File: src/rtl/shift_sched_pkg.sv
// Shared constants, command struct and immediate-shift helper for shift_sched.
// Register-specified shifts are built only when SHIFT_REG_EN is defined.
package shift_sched_pkg;

  localparam int OP_TYPE_W         = 3;
  localparam int SHIFTER_OPERAND_W = 12;
  localparam int REGAW             = 4;
  localparam int FULLW             = 32;
  localparam int SHIFTCODEW        = 2;
  localparam int WIDTH             = 8;

  localparam logic [OP_TYPE_W-1:0] OP_DATA_SHIFT = 3'd0;
  localparam logic [OP_TYPE_W-1:0] OP_DATA_ROR   = 3'd1;
  localparam logic [OP_TYPE_W-1:0] OP_LDSTR_IMM  = 3'd2;
  localparam logic [OP_TYPE_W-1:0] OP_LDSTR_REG  = 3'd3;

  localparam logic [SHIFTCODEW-1:0] SH_LSL = 2'd0;
  localparam logic [SHIFTCODEW-1:0] SH_LSR = 2'd1;
  localparam logic [SHIFTCODEW-1:0] SH_ASR = 2'd2;
  localparam logic [SHIFTCODEW-1:0] SH_ROR = 2'd3;

  localparam logic [1:0] ST_IDLE   = 2'd0;
  localparam logic [1:0] ST_RDREQ  = 2'd1;
  localparam logic [1:0] ST_RDWAIT = 2'd2;
  localparam logic [1:0] ST_OUT    = 2'd3;

  localparam int IMM5_MSB     = 11;
  localparam int IMM5_LSB     = 7;
  localparam int CODE_MSB     = 6;
  localparam int CODE_LSB     = 5;
  localparam int RS_MSB       = 11;
  localparam int RS_LSB       = 8;
  localparam int ROT_MSB      = 11;
  localparam int ROT_LSB      = 8;
  localparam int REGSHIFT_BIT = 4;
  localparam int RESERVED_BIT = 7;

  localparam logic [WIDTH-1:0] SHIFT32 = 8'd32;

  typedef struct packed {
    logic [REGAW-1:0]      rm;
    logic [FULLW-1:0]      bypass_rm;
    logic                  should_bypass_rm;
    logic [SHIFTCODEW-1:0] shiftcode;
    logic [WIDTH-1:0]      shiftby;
    logic                  rrx;
    logic                  undef;
  } shift_cmd_t;

  // ARM imm5 quirks: LSR/ASR #0 mean #32, ROR #0 means RRX.
  function automatic shift_cmd_t imm_shift(input logic [SHIFTER_OPERAND_W-1:0] op);
    shift_cmd_t c;
    logic [4:0] imm5;
    c         = '0;
    imm5      = op[IMM5_MSB:IMM5_LSB];
    c.rm      = op[REGAW-1:0];
    c.shiftcode = op[CODE_MSB:CODE_LSB];
    c.shiftby = {3'b000, imm5};
    if (imm5 == 5'd0) begin
      case (op[CODE_MSB:CODE_LSB])
        SH_LSR, SH_ASR: c.shiftby = SHIFT32;
        SH_ROR: begin
          c.rrx     = 1'b1;
          c.shiftby = 8'd1;
        end
        default: c.shiftby = '0;
      endcase
    end
    return c;
  endfunction

endpackage

File: src/rtl/shift_norm.sv
// Combinational operand-to-command normaliser shared by the immediate and register paths.
// Register forms are flagged only when SHIFT_REG_EN is defined; otherwise they come out undefined.
module shift_norm
  import shift_sched_pkg::*;
(
  input  logic [OP_TYPE_W-1:0]         optype,
  input  logic [SHIFTER_OPERAND_W-1:0] operand,
`ifdef SHIFT_REG_EN
  input  logic [WIDTH-1:0]             rs_byte,
  output logic                         is_reg,
`endif
  output shift_cmd_t                   cmd
);

  always_comb begin
    cmd = '0;
`ifdef SHIFT_REG_EN
    is_reg = 1'b0;
`endif
    case (optype)
      OP_DATA_SHIFT: begin
        if (!operand[REGSHIFT_BIT]) begin
          cmd = imm_shift(operand);
        end else if (operand[RESERVED_BIT]) begin
          cmd.rm    = operand[REGAW-1:0];
          cmd.undef = 1'b1;
        end else begin
`ifdef SHIFT_REG_EN
          // Rs byte goes through untouched: zero means pass for every code.
          is_reg        = 1'b1;
          cmd.rm        = operand[REGAW-1:0];
          cmd.shiftcode = operand[CODE_MSB:CODE_LSB];
          cmd.shiftby   = rs_byte;
`else
          cmd.rm    = operand[REGAW-1:0];
          cmd.undef = 1'b1;
`endif
        end
      end
      OP_LDSTR_REG: cmd = imm_shift(operand);
      OP_DATA_ROR: begin
        // Rm field is meaningless here since the immediate replaces Rm.
        cmd.bypass_rm        = {24'd0, operand[7:0]};
        cmd.should_bypass_rm = 1'b1;
        if (operand[ROT_MSB:ROT_LSB] != 4'd0) begin
          cmd.shiftcode = SH_ROR;
          cmd.shiftby   = {3'b000, operand[ROT_MSB:ROT_LSB], 1'b0};
        end
      end
      OP_LDSTR_IMM: begin
        cmd.bypass_rm        = {{(FULLW-SHIFTER_OPERAND_W){1'b0}}, operand};
        cmd.should_bypass_rm = 1'b1;
      end
      default: cmd = '0;
    endcase
  end

endmodule

File: src/rtl/shift_sched.sv
// Shifter-operand sequencer: normalises ARM shift encodings and fetches Rs for register shifts.
// Define SHIFT_REG_EN to build the register-file read path (RDREQ/RDWAIT).
module shift_sched
  import shift_sched_pkg::*;
#(
  parameter int RF_LAT = 1
) (
  input  logic                         clk,
  input  logic                         rst,
  input  logic                         flush,
  input  logic                         in_valid,
  output logic                         in_ready,
  input  logic [OP_TYPE_W-1:0]         in_optype,
  input  logic [SHIFTER_OPERAND_W-1:0] in_operand,
  output logic                         rf_req,
  input  logic                         rf_gnt,
  output logic [REGAW-1:0]             rf_addr,
  input  logic [FULLW-1:0]             rf_data,
  output logic                         out_valid,
  input  logic                         out_ready,
  output logic [REGAW-1:0]             out_rm,
  output logic [FULLW-1:0]             out_bypass_rm,
  output logic                         out_should_bypass_rm,
  output logic [SHIFTCODEW-1:0]        out_shiftcode,
  output logic [WIDTH-1:0]             out_shiftby,
  output logic                         out_rrx,
  output logic                         out_undef,
  output logic                         stall,
  output logic [1:0]                   dbg_state
);

  localparam logic [1:0] LAT_M1 = 2'(RF_LAT - 1);

  // Handshakes: a transfer happens on a rising edge where valid & ready are both high;
  // valid never waits on ready, and an offered command/op stays stable until taken.

  logic [1:0]  state_q, state_d;
  shift_cmd_t  cmd_q, cmd_d;
  shift_cmd_t  norm_cmd;
  logic        accept;
  logic [OP_TYPE_W-1:0]         norm_optype;
  logic [SHIFTER_OPERAND_W-1:0] norm_operand;

  assign in_ready = ~flush & ((state_q == ST_IDLE) | ((state_q == ST_OUT) & out_ready));
  assign accept   = in_valid & in_ready;
  assign stall    = in_valid & ~in_ready;

`ifdef SHIFT_REG_EN
  logic [SHIFTER_OPERAND_W-1:0] operand_q, operand_d;
  logic [1:0]                   cnt_q, cnt_d;
  logic                         norm_is_reg;
  logic                         unused_rf;

  // While waiting on Rs the normaliser sees the held op instead of the input port.
  assign norm_optype  = (state_q == ST_RDWAIT) ? OP_DATA_SHIFT : in_optype;
  assign norm_operand = (state_q == ST_RDWAIT) ? operand_q : in_operand;
  assign rf_req       = (state_q == ST_RDREQ);
  assign rf_addr      = rf_req ? operand_q[RS_MSB:RS_LSB] : '0;
  assign unused_rf    = ^rf_data[FULLW-1:WIDTH];

  shift_norm u_norm (
    .optype  (norm_optype),
    .operand (norm_operand),
    .rs_byte (rf_data[WIDTH-1:0]),
    .is_reg  (norm_is_reg),
    .cmd     (norm_cmd)
  );
`else
  logic unused_rf;

  assign norm_optype  = in_optype;
  assign norm_operand = in_operand;
  assign rf_req       = 1'b0;
  assign rf_addr      = '0;
  assign unused_rf    = ^{rf_gnt, rf_data, LAT_M1};

  shift_norm u_norm (
    .optype  (norm_optype),
    .operand (norm_operand),
    .cmd     (norm_cmd)
  );
`endif

  always_comb begin
    state_d = state_q;
    cmd_d   = cmd_q;
`ifdef SHIFT_REG_EN
    operand_d = operand_q;
    cnt_d     = cnt_q;
`endif
    if (flush) begin
      state_d = ST_IDLE;
    end else begin
      case (state_q)
        ST_IDLE, ST_OUT: begin
          if ((state_q == ST_OUT) && out_ready) state_d = ST_IDLE;
          if (accept) begin
`ifdef SHIFT_REG_EN
            if (norm_is_reg) begin
              state_d   = ST_RDREQ;
              operand_d = in_operand;
            end else
`endif
            begin
              state_d = ST_OUT;
              cmd_d   = norm_cmd;
            end
          end
        end
`ifdef SHIFT_REG_EN
        ST_RDREQ: begin
          if (rf_gnt) begin
            state_d = ST_RDWAIT;
            cnt_d   = LAT_M1;
          end
        end
        ST_RDWAIT: begin
          if (cnt_q == 2'd0) begin
            state_d = ST_OUT;
            cmd_d   = norm_cmd;
          end else begin
            cnt_d = cnt_q - 2'd1;
          end
        end
`endif
        default: state_d = ST_IDLE;
      endcase
    end
  end

  always_ff @(posedge clk or posedge rst) begin
    if (rst) begin
      state_q <= ST_IDLE;
      cmd_q   <= '0;
`ifdef SHIFT_REG_EN
      operand_q <= '0;
      cnt_q     <= '0;
`endif
    end else begin
      state_q <= state_d;
      cmd_q   <= cmd_d;
`ifdef SHIFT_REG_EN
      operand_q <= operand_d;
      cnt_q     <= cnt_d;
`endif
    end
  end

  assign out_valid            = (state_q == ST_OUT);
  assign out_rm               = cmd_q.rm;
  assign out_bypass_rm        = cmd_q.bypass_rm;
  assign out_should_bypass_rm = cmd_q.should_bypass_rm;
  assign out_shiftcode        = cmd_q.shiftcode;
  assign out_shiftby          = cmd_q.shiftby;
  assign out_rrx              = cmd_q.rrx;
  assign out_undef            = cmd_q.undef;
  assign dbg_state            = state_q;

endmodule

File: config.mk
export PLATFORM = sky130hd
export DESIGN_NAME = shift_sched
export DESIGN_NICKNAME = d
export VERILOG_FILES = /design/src/rtl/shift_sched_pkg.sv /design/src/rtl/shift_norm.sv /design/src/rtl/shift_sched.sv
export SDC_FILE = /design/constraint.sdc
export NUM_CORES = 1
export LEC_CHECK = 0
export BUFFER_PORTS_ARGS = -buffer_cell sky130_fd_sc_hd__buf_4
export CAP_MARGIN = 20
export CORE_ASPECT_RATIO = 0.9
export CORE_UTILIZATION = 40
export DETAILED_ROUTE_END_ITERATION = 7
export GPL_ROUTABILITY_DRIVEN = 0
export HOLD_SLACK_MARGIN = 0.15
export PLACE_DENSITY = 0.8
export SLEW_MARGIN = 25
export SYNTH_ARGS = -nofsm -noshare
export SYNTH_HDL_FRONTEND = slang
export SYNTH_SLANG_ARGS = --single-unit
File: constraint.sdc
create_clock -name clk -period 1.33 [get_ports clk]
set_input_delay 0.1995 -clock clk [delete_from_list [all_inputs] [get_ports clk]]
set_output_delay 0.1995 -clock clk [all_outputs]
set_load 0.02 [all_outputs]
### Word-level counts from Yosys, hierarchy flattened

Cells that the tools add are included.

* mux-type cells: 14
* equal/unequal tests: 8
* bitwise gates (word level): 7
* reduce and logical (&&, ||, !) cells: 9

Operator list (number)
* case mux 13 bit (3 select lines): 1
* case mux 10 bit (3 select lines): 1
* case mux 6 bit (2 select lines): 1
* 2-to-1 mux 11 bit: 1
* 2-to-1 mux 10 bit: 1
* 2-to-1 mux 2 bit: 4
* 2-to-1 mux 7 bit: 1
* == test 2 bit (second input constant): 3
* == test 3 x 2 -> 1 bit (second input constant): 2
* OR reduction 2 bit: 3
* zero test 5 bit: 1
* AND 1 bit: 4
* 2-to-1 mux 4 bit: 1
* inequality test 4 bit (second input constant): 1
* case mux 2 bit (2 select lines): 1
* nonzero test 4 bit: 1
* == test 3 x 1 -> 1 bit (second input constant): 1
* zero test 3 bit: 1
* AND reduction 3 bit: 1
* == test 2 x 1 -> 1 bit (second input constant): 1
* zero test 2 bit: 1
* 2-to-1 mux 1 bit: 2
* NOT 1 bit: 2
* logical AND 1 bit: 1
* bitwise OR 1 bit: 1

* flip-flop bits (word level): 51
* input port bits: 53
* logic and storage cells: 46

### Logic depth before layout (Yosys ltp)

* word-level depth: 8
* gate-level depth with buffers: 6
* depth with buffers taken out: 4

### By module

Synthesis repeated with hierarchy kept, for this count alone.

* cells, all modules: 184
* area total of the unflattened synthesis: 2408.6 µm²

Modules (own cells, without submodules)
* shift_sched: area an instance 1940.6 µm², instances 1, cells an instance 119
* shift_norm: area an instance 467.9 µm², instances 1, cells an instance 65

### Worst setup path after synthesis

No wires, ideal clock.

* path kind: register to output
* from: register state_q[0], in the netlist dbg_state[0]
* to: output stall
* arrival time: 1.149 ns
* setup slack: -0.018 ns
* cell stages (with the launch flop): 4
* cell sequence: dfrtp_1 > nor2b_1 > nor2_1 > nor2b_1

* word-level cells in the longest chain between the ends: 6
* elaborated cells on any way between the ends: 7
* those cells by class: eq/ne (1); bitwise (5); reduce/logical (1)

RTL lines
* start, declared: RTL line shift_sched.sv:37 `logic [1:0] state_q, state_d;`
* start signal, assigned: RTL line shift_sched.sv:140 `state_q <= state_d;`
* == test 2 bit: RTL line shift_sched.sv:44 `assign in_ready = ~flush & ((state_q == ST_IDLE) | ((state_q == ST_OUT) & out_ready));`
* AND 1 bit: RTL line shift_sched.sv:44
* bitwise OR 1 bit (*): RTL line shift_sched.sv:44
* AND 1 bit (*): RTL line shift_sched.sv:44
* named net in_ready: RTL line shift_sched.sv:12 `output logic in_ready,`
* NOT 1 bit (*): RTL line shift_sched.sv:46 `assign stall = in_valid & ~in_ready;`
* AND 1 bit (*): RTL line shift_sched.sv:46
* end, declared: RTL line shift_sched.sv:28 `output logic stall,`

Mark *: on every way through the listed nets, which the timed path passes. The rest lies on a longest branch.

### Final worst setup path

* from: register state_q[0], in the netlist dbg_state[0]
* to: output stall

* word-level cells in the longest chain between the ends: 6
* elaborated cells on any way between the ends: 7
* those cells by class: eq/ne (1); bitwise (5); reduce/logical (1)

RTL lines (RTL line)
* == test 2 bit: shift_sched.sv:44
* AND 1 bit: shift_sched.sv:44
* bitwise OR 1 bit (*): shift_sched.sv:44
* AND 1 bit (*): shift_sched.sv:44
* NOT 1 bit (*): shift_sched.sv:46
* AND 1 bit (*): shift_sched.sv:46

Mark *: on every way between the ends. The rest lies on a longest branch, timed or not.

==> impl_metrics.toml <==
[outcome]
status = "complete, no violations"

[pwr]
pwr-share-comb_pct = 24.7
leakage_nw = 0.980
peakVddDrop_v = 0.000722
p_int_w = 0.00153
swShare_pct = 28.4
powerDensity_nw_per_um2 = 1130
clockPowerShare_pct = 30.6
switching_power_w = 0.000608
seqPwrFrac_pct = 44.7

[grt]
grt_pass1_wl_um = 4970
grt_util_met2_pct = 28.1
grt_pass1_vias = 1076
use_met3_pct = 4.77
grt_max_degree = 29
antenna_found_initial = 0
grt_overflow = 0
grtUsageTotal_pct = 16.7
busiest_layer = "met2"
grt_util_met1_pct = 22.2

[logic_synthesis]
synth_compound_area_share_pct = 14.7
ys_types = 30
yosysSeqAreaShare_pct = 47.3
synth_area_um2 = 1480
yosys.area_share.xor_xnor_pct = 0.592
synth_top_family_by_area = "simple AND/OR/NAND/NOR gates"
synth_seq_cells = 28
yosys_warnings = 0
synth_adder_area_share_pct = 0.845
syn_inst = 151
synth-simple-area-share_pct = 18.2
yosys.area.top_type = "dfrtp_1"
synth.area.mux_share_pct = 0
synth_top_area_share_pct = 47.3
synth.top_cells.by_area = "dfrtp_1, buf_4, a22o_1"
avgSynthCellArea_um2 = 9.80

[worst_hold_path]
hp-class = "in -> reg"
min_path_cells = 2
hp-start = "in_operand[9]"
hold_end = "out_bypass_rm[9]$_DFFE_PP0P_"

[route]
wl_per_cell_um = 12.2
antenna_left = 0
via_per_inst = 4.59
drt-pass1-iter-count = 4
vias = 1134
drtIter0Drc = 52
wirelength_um = 3020
drc = 0

[placement]
io_buffers = 51
placed_area_um2 = 1790
place_hpwl_um = 2310
dp_cells = 241

[sta]
hold_viol = 0
fin_crit_sh_pct = 98.0
skew_ns = 0.00154
setup_viol = 0
fmax_mhz = 767
tns_ns = 0
drv_slew = 0
rsz0062_at_grt = "yes"
min_period_ns = 1.30

[cells_and_area]
syn_to_final_growth_pct = 28.1
finalNonFillerCells = 247
n_antenna_cell = 0
layout.nets = 258
postLayoutCellArea_um2 = 1900
n_fill_cell = 355
drive_above_1_share_pct = 33.0

[setup_path]
critPathTopFamily = "flip-flops"
cp_max_fo = 3
crit_slowest_cell = "dfrtp_1"
critical_path_buf_inv_count = 1
arrival_ns = 1.10
critPathMaxStageDelay_ns = 0.37
cp.required_ns = 1.13
worstSetupEndpointType = "primary output"
rrSetupSlack_ns = 0.11
cp_cell_sequence = "nor2b_4 -> nor2_4 -> nor2b_1 -> buf_4"
reg2reg_from = "dbg_state[0]$_DFFE_PP0P_"
rr_worst_depth = 4
path_class = "reg -> out"
critPathLaunchType = "flop"
rr_endpoint = "out_bypass_rm[10]$_DFFE_PP0P_"

[clock_network]
clkSlewWorstSetupHoldPaths_ns = 0.09
h-tree-depth = 1
numCtsBuffers = 3
cts-root-buf = "clkbuf_8"
insertion_delay_ns = 0.27
clock-sinks = 28
cts_tree = "done"
cts_buffer_depth = 2

[die]
die_y_um = 59.7
rows = 20
die_area_um2 = 3950
fp.dieW_um = 66.1
start_util_pct = 42.9
core-area_um2 = 3450
ios = 112

[flow_run]
drv_cap = 0
-- layout by cell type (no fill, tap or decap), drive strengths merged, types with 2 or more instances in the layout --
master	netlist	final
o21ai	14	14
nor2	6	6
nor2b	7	7
nand2b	2	2
buf	36	56
clkbuf	0	3
dlygate4sd3	0	2
nand2	26	26
a21oi	4	4
dfrtp	28	28
conb	1	27
a22o	12	12
-- kinds of logic (layout without fill, tap and decap cells) --
kind of cell	Yosys count	in the layout
buffers and inverters	37	63
AOI/OAI and AO/OA	33	33
adders and majority gates	1	1
xor gates and xnor gates	1	1
DFF	28	28
other	1	27
and+or+nand+nor	50	50
-- synthesized netlist by cell type --
| cell type | instances |
|---|---|
| buf_2 | 4 |
| o31ai_1 | 1 |
| inv_1 | 1 |
| nor2b_4 | 1 |
| buf_4 | 31 |
| nor2b_1 | 6 |
| xnor2_1 | 1 |
| nand2_1 | 25 |
| a21o_1 | 1 |
| a21oi_1 | 4 |
| and2_1 | 1 |
| nor2_1 | 6 |
| or2_1 | 1 |
| conb_1 | 1 |
| ha_1 | 1 |
| nor4_2 | 1 |
| a22o_1 | 12 |
| and3_1 | 1 |
| or4b_1 | 1 |
| nand3_1 | 1 |
| nand2_2 | 1 |
| nor3b_1 | 1 |
| o21bai_1 | 1 |
| o21ai_1 | 3 |
| o21ai_0 | 11 |
| nor4b_4 | 1 |
| buf_6 | 1 |
| nand2b_1 | 2 |
| dfrtp_1 | 28 |
| nor3_1 | 1 |
-- layer usage --
layer / up-vias / routed length [µm]
met3: 2 / 206
met5: - / 0
met2: 43 / 1420
li1: 553 / -
met4: 0 / 13
met1: 536 / 1380
-- state kept, by name (all words and copies together), names as in the netlist --
signal,cells
dbg_state,1
out_bypass_rm,12
out_rm,4
out_rrx,1
out_shiftby,6
out_shiftcode,2
out_should_bypass_rm,1
out_undef,1
-- area by class of cell --
class | instances | area (µm²) | area share (%)
well taps | 44 | 55.1 | 2.90
clock inverters | 1 | 30.0 | 1.58
repair buffers | 58 | 440 | 23.2
clock buffers | 3 | 41.3 | 2.18
flip-flops and latches | 28 | 701 | 36.9
inverters | 1 | 3.75 | 0.198
multi-input cells | 112 | 626 | 33.0
-- stage by stage --
step	utilization (%)	hold slack, ns	worst slack (ns)	power (W)
after detailed placement	51.9	0.297	0.124	0.00150
after global placement	51.9	0.290	0.143	0.00149
after floorplan	-	0.265	0.00720	0.00135
final	54.9	0.170	0.0268	0.00214
after CTS	54.7	0.161	-0.00385	0.00217
after global routing	54.9	0.159	-0.0605	0.00225
-- power groups by stage --
stage | Clock (W) | Sequential, W | Combinational, W
floorplan | 0 | 0.00106 | 0.000293
global placement | 0 | 0.000972 | 0.000515
detailed placement | 0 | 0.000973 | 0.000523
CTS | 0.000680 | 0.000958 | 0.000530
global route | 0.000709 | 0.000965 | 0.000576
finish | 0.000654 | 0.000957 | 0.000528
-- worst max path at each step --
stage	start	to	slack (ns)	cells past startpoint
floorplan	dbg_state[0]$_DFFE_PP0P_	stall	0.007	3
global placement	in_operand[8]	out_shiftcode[0]$_DFFE_PP0P_	0.14	5
detailed placement	in_operand[8]	out_shiftcode[1]$_DFFE_PP0P_	0.12	5
CTS	dbg_state[0]$_DFFE_PP0P_	stall	-0.004	4
global route	dbg_state[0]$_DFFE_PP0P_	stall	-0.06	4
finish	dbg_state[0]$_DFFE_PP0P_	stall	0.03	4
-- what timing repair did --
item | CTS | global route
hold buffers | 2 | 0
setup endpoints to repair | 2 | 6
pin swaps | 1 | 1
resized for setup | 2 | 2
setup buffers | 1 | 0
hold endpoints to repair | 29 | 0
Note: power is estimated with default switching activity, not from simulation.
